<file path="config.mk">
export PLATFORM = sky130hd
export DESIGN_NAME = prng_stream_ctrl
export DESIGN_NICKNAME = d
export VERILOG_FILES = /design/src/rtl/prng_stream_ctrl.sv
export SDC_FILE = /design/constraint.sdc
export NUM_CORES = 1
export LEC_CHECK = 0
export ABC_AREA = 1
export CORE_MARGIN = 2
export CORE_UTILIZATION = 48
export DETAILED_ROUTE_END_ITERATION = 7
export PLACE_DENSITY = 0.86
export SLEW_MARGIN = 20
export SYNTH_ARGS = -nofsm -noshare
export SYNTH_HDL_FRONTEND = slang
export SYNTH_SLANG_ARGS = --single-unit
export TNS_END_PERCENT = 5
</file>
<file path="constraint.sdc">
create_clock -name clk -period 2.05 [get_ports clk]
set_input_delay 0.41 -clock clk [delete_from_list [all_inputs] [get_ports clk]]
set_output_delay 0.41 -clock clk [all_outputs]
set_load 0.02 [all_outputs]
</file>
<file path="src/rtl/prng_stream_ctrl.sv">
// prng_stream_ctrl
//   Initiator-side controller for the prng core. It issues seed updates and
//   word requests to the core, captures each W-bit word, and streams it out
//   as DIGIT-wide chunks (LSB chunk first) over a valid/accept handshake.
//   Bursts are bounded by req_len chunks. A burst may span several PRNG
//   words. Unused chunks of the final word are dropped.
//
// Ports
//   clk, rst_b            clock (rising edge), synchronous active-low reset
//   cfg_seed/_load        reseed value and request pulse (only in IDLE)
//   req_start/req_len     burst request pulse and chunk count (only in IDLE)
//   busy                  high in every state except IDLE
//   prng_seed/mod/start   drive prng in_seed / in_mod / in_ready
//   prng_rng/ready        from prng out_rng / out_ready
//   out_data/valid/last   chunk stream, out_accept is the downstream ready
//   fetch_cnt             PRNG words captured since reset (wraps)
module prng_stream_ctrl #(
  parameter int W     = 96,
  parameter int DIGIT = 32,
  parameter int LEN_W = 16
) (
  input  logic             clk,
  input  logic             rst_b,
  input  logic [W-1:0]     cfg_seed,
  input  logic             cfg_seed_load,
  input  logic             req_start,
  input  logic [LEN_W-1:0] req_len,
  output logic             busy,
  output logic [W-1:0]     prng_seed,
  output logic             prng_mod,
  output logic             prng_start,
  input  logic [W-1:0]     prng_rng,
  input  logic             prng_ready,
  output logic [DIGIT-1:0] out_data,
  output logic             out_valid,
  input  logic             out_accept,
  output logic             out_last,
  output logic [LEN_W-1:0] fetch_cnt
);

  localparam int NCH  = W / DIGIT;
  localparam int DC_W = $clog2(NCH + 1);
  localparam logic [DC_W-1:0]  NCH_V  = DC_W'(NCH);
  localparam logic [DC_W-1:0]  DC_ONE = DC_W'(1);
  localparam logic [LEN_W-1:0] L_ONE  = LEN_W'(1);

  typedef enum logic [2:0] {
    S_IDLE, S_SEED_REQ, S_SEED_WAIT, S_REQ, S_WAIT, S_DRAIN
  } state_t;

  state_t            r_state, w_next;
  logic [W-1:0]      r_buf;
  logic [W-1:0]      r_seed;
  logic [DC_W-1:0]   r_dcnt;
  logic [LEN_W-1:0]  r_rem;
  logic [LEN_W-1:0]  r_fetch;
  logic              r_pend;   // burst latched alongside a reseed

  logic w_burst_ok;
  logic w_xfer;

  assign w_burst_ok = req_start && (req_len != '0);
  assign w_xfer     = (r_state == S_DRAIN) && out_accept;

  // state register
  always_ff @(posedge clk) begin
    if (!rst_b) r_state <= S_IDLE;
    else        r_state <= w_next;
  end

  // next-state logic
  always_comb begin
    w_next = r_state;
    case (r_state)
      S_IDLE: begin
        if (cfg_seed_load)   w_next = S_SEED_REQ;
        else if (w_burst_ok) w_next = S_REQ;
      end
      S_SEED_REQ:  w_next = S_SEED_WAIT;
      S_SEED_WAIT: if (prng_ready) w_next = r_pend ? S_REQ : S_IDLE;
      S_REQ:       w_next = S_WAIT;
      S_WAIT:      if (prng_ready) w_next = S_DRAIN;
      S_DRAIN: begin
        // end of burst wins over end of word: leftover chunks are dropped
        if (w_xfer) begin
          if (r_rem == L_ONE)        w_next = S_IDLE;
          else if (r_dcnt == DC_ONE) w_next = S_REQ;
        end
      end
      default: w_next = S_IDLE;
    endcase
  end

  // state-decoded outputs
  always_comb begin
    busy       = (r_state != S_IDLE);
    prng_start = (r_state == S_SEED_REQ) || (r_state == S_REQ);
    prng_mod   = (r_state == S_SEED_REQ);
    out_valid  = (r_state == S_DRAIN);
    out_last   = (r_state == S_DRAIN) && (r_rem == L_ONE);
  end

  // datapath
  always_ff @(posedge clk) begin
    if (!rst_b) begin
      r_buf   <= '0;
      r_seed  <= '0;
      r_dcnt  <= '0;
      r_rem   <= '0;
      r_fetch <= '0;
      r_pend  <= 1'b0;
    end else begin
      case (r_state)
        S_IDLE: begin
          if (cfg_seed_load) begin
            r_seed <= cfg_seed;
            r_pend <= w_burst_ok;
            if (w_burst_ok) r_rem <= req_len;
          end else if (w_burst_ok) begin
            r_rem <= req_len;
          end
        end
        // the word returned by a seed update is not delivered
        S_SEED_WAIT: if (prng_ready) r_pend <= 1'b0;
        S_WAIT: begin
          if (prng_ready) begin
            r_buf   <= prng_rng;
            r_dcnt  <= NCH_V;
            r_fetch <= r_fetch + L_ONE;
          end
        end
        S_DRAIN: begin
          if (w_xfer) begin
            r_buf  <= r_buf >> DIGIT;
            r_dcnt <= r_dcnt - DC_ONE;
            r_rem  <= r_rem - L_ONE;
          end
        end
        default: ;
      endcase
    end
  end

  assign prng_seed = r_seed;
  assign out_data  = r_buf[DIGIT-1:0];
  assign fetch_cnt = r_fetch;

endmodule
</file>
==> results.md <==
- Status: complete, but fails checks
- Failing checks: setup timing
- Hold path start: rst_b
- CP endpoint kind: output port
- Initial Utilization: 0.4852
- Area Growth Syn to Fin: 45.53%
- Pwr per Cell Area: ~1200 mW/mm²
- GPL Wtd Cong: 0.8798
- Post-cts resize count: 18
- Clk_skew: roughly 28 ps
- Yosys warns: 0
- Max-cap viol count: 0
- DR DRC count: 0
- Share of layout cells above drive strength 1: 0.05090
- Cells after Synth: ~1,400
- Hold_buf cts: 0
- Fin util: 0.7061
- Routed Antenna Nets: 0
- Worst R2R Start: r_state[1]
- First-pass iteration count of the detailed router: 5
- Avg Cell Area, Syn: between 7 and 8 µm²
- Routed WL: just over 30 mm
- GRT Overall Usage: 0.2799
- Number of buffers created by CTS: 25
- Slew headroom: 0.6278
- Pin count of the biggest net entering global routing: 120
- First-pass GRT wire length: 49.80 mm
- Clock transition at path regs: 60 ps
- Area of the core region: around 0.020 mm²
- Mapped cell area: between 0.009 and 0.01 mm²
- Worst Setup EP: out_last
- Hold Crit Class: in2reg
- Initial DRC count: roughly 660
- Final hold violations: 0
- Max-slew violation count: 0
- VDD IR-drop max: 0.9072 mV
- CTS Sinks: 230
- Setup Buffers After CTS: 0
- Worst Setup Start Kind: register
- Fmax: 0.4852 GHz
- Cell depth of the worst flop-to-flop path: 8
- Vias in the first global route: a little under 10,000
- FF-to-FF setup slack: roughly 290 ps
- Via Count: about 10,000
- Final setup violation count: 1
- DR vias/cell: ~5.3
- Final period util: 1.005
- Crit path from: r_rem[8]
- Tmin final: between 2000 and 2500 ps
- PnR worst setup slack: -11.17 ps
- Clock buffer depth: 3
- Pleak: 5.756 nW
- CP Max Fanout: 3
- Drt wl/cell: 16.08 µm
- Io pins: 363
- Die Width: 146.3 µm
- Worst endpoint data arrival time: 1650 ps
- RSZ-0062 raised after global routing: true
- H-tree depth: 1
- CP required: 1640 ps
- GRT overflow: 0
- FP Rows: between 50 and 60
- Worst r2r dst: r_buf[16]
- Root buffer cell: clkbuf_16
- Cell count after placement: 1,895
- Initial antenna violation count: 0
- Flops & latches, synth: between 200 and 250
- Sequential fraction of the synthesis area: 0.4736
- DPL Wire Length: between 20 and 25 mm
- Die Area: between 0.02 and 0.025 mm²
- Setup CP Type: reg2out
- Hold Path Depth: 3
- Measured slew at the worst slew-check pin: between 500 and 600 ps
- Final cell count without fillers: around 1,900
- Port bufs: 362
- Nets: roughly 1,900
- Syn_nets: around 1,600
- Min Hold Slack: roughly 280 ps
- Distinct cell type count after synthesis: 34
- Die span in y: between 100 and 150 µm
- CTS tree: built
- Ant. Diodes: 0
- Clk_lat worst skew: approximately 520 ps
cells in the final DEF (no fill, tap or decap), types with 5 or more instances in the layout:
master           instances
a21oi_1                 53
a31oi_1                 65
buf_12                   9
buf_4                   18
clkbuf_1                 7
clkbuf_16               25
clkbuf_8                 7
clkdlybuf4s50_1        349
dfxtp_1                227
dlygate4sd2_1            5
inv_1                   44
nand2_1                269
nand3_1                 55
nand4_1                  9
nor2_1                 280
nor2_2                   5
nor3_1                   7
o21ai_0                170
o21ai_1                 23
cell usage after synthesis:
cell,n,share of area
nor2_1,284,0.11
nand2_1,269,0.10
dfxtp_1,230,0.47
o21ai_0,170,0.088
a31oi_1,65,0.042
nand3_1,55,0.028
clkbuf_1,54,0.021
a21oi_1,53,0.027
inv_1,45,0.017
buf_4,41,0.032
buf_2,24,0.012
o21ai_1,23,0.012
nand4_1,9,0.0058
nor3_1,7,0.0036
ha_1,4,0.0051
inv_2,3,0.0012
a211oi_1,2,0.0015
clkbuf_2,2,0.0010
clkinv_1,2,0.00077
nand3b_1,2,0.0015
nor2_2,2,0.0013
o21a_1,2,0.0015
a21o_1,1,0.00077
a2bb2oi_1,1,0.00090
and2_1,1,0.00064
buf_6,1,0.0012
nand2_2,1,0.00064
nand2_4,1,0.0012
nand3_2,1,0.0010
nor2_4,1,0.0012
nor3b_1,1,0.00077
nor4_1,1,0.00064
o21bai_1,1,0.00077
xor2_1,1,0.00090
worst min-delay path by stage:
stage / to / slack, ps
after CTS: r_buf[26] / 280
after global placement: r_buf[82] / 450
after detailed placement: r_buf[70] / 450
after floorplan: r_pend / 440
after global routing: r_buf[26] / 290
final: r_buf[26] / 280
cell families after synthesis:
logic type / count (synthesis) / synth area share
and+or+nand+nor: 635 / 0.2601
buffers and inverters: 172 / 0.08635
AOI/OAI and AO/OA: 318 / 0.1740
xor gates and xnor gates: 1 / 0.0009009
DFF: 230 / 0.4736
adders and majority gates: 4 / 0.005148
power by group:
part	switching, mW	internal, mW	total, mW
clock	1.79	2.50	4.29
combinational	3.74	2.74	6.48
sequential	0.625	5.58	6.21
total	6.15	10.8	17.0
flip-flops by register name (all words and copies together) (netlist names):
| signal | cells |
|---|---|
| fetch_cnt | 16 |
| prng_seed | 96 |
| r_buf | 96 |
| r_dcnt | 2 |
| r_pend | 1 |
| r_rem | 16 |
| r_state | 3 |
final cells by class:
cell class,instances,area (µm²)
clock buffers,39,748.2
flip-flops and latches,230,4608
fillers,1585,5889
well taps,270,337.8
inverters,50,187.7
clock inverters,6,36.28
multi-input cells,958,4313
repair buffers,387,3919
metal layers:
metal  track usage  up-vias  routed length, µm
met5             0        -                  0
met4        0.1083        0               1318
met3       0.08063       86               2973
met2        0.4840      503              15110
met1        0.3291     4705              11800
li1              -     5022                  -
worst max-delay path, cell delays in order, from the launching register on:
cell	delay (ps)
dfxtp_1	310
inv_1	50
nand2_1	70
nor2_2	180
nand4_1	150
nor4_2	190
buf_4	190
through the flow:
stage / worst slack, ps / cell area, µm² / total power, mW / setup TNS, ps
2_1_floorplan: 16.39 / 9723 / 9.867 / 0
3_3_place_gp: 28.72 / 13350 / 12.50 / 0
3_5_place_dp: 10.64 / 13350 / 12.66 / 0
4_1_cts: -52.80 / 14130 / 17.00 / -52.80
5_1_grt: -46.48 / 14150 / 17.88 / -46.48
6_report: -11.17 / 14150 / 16.98 / -11.17
Power figures use the tool's default switching activity.
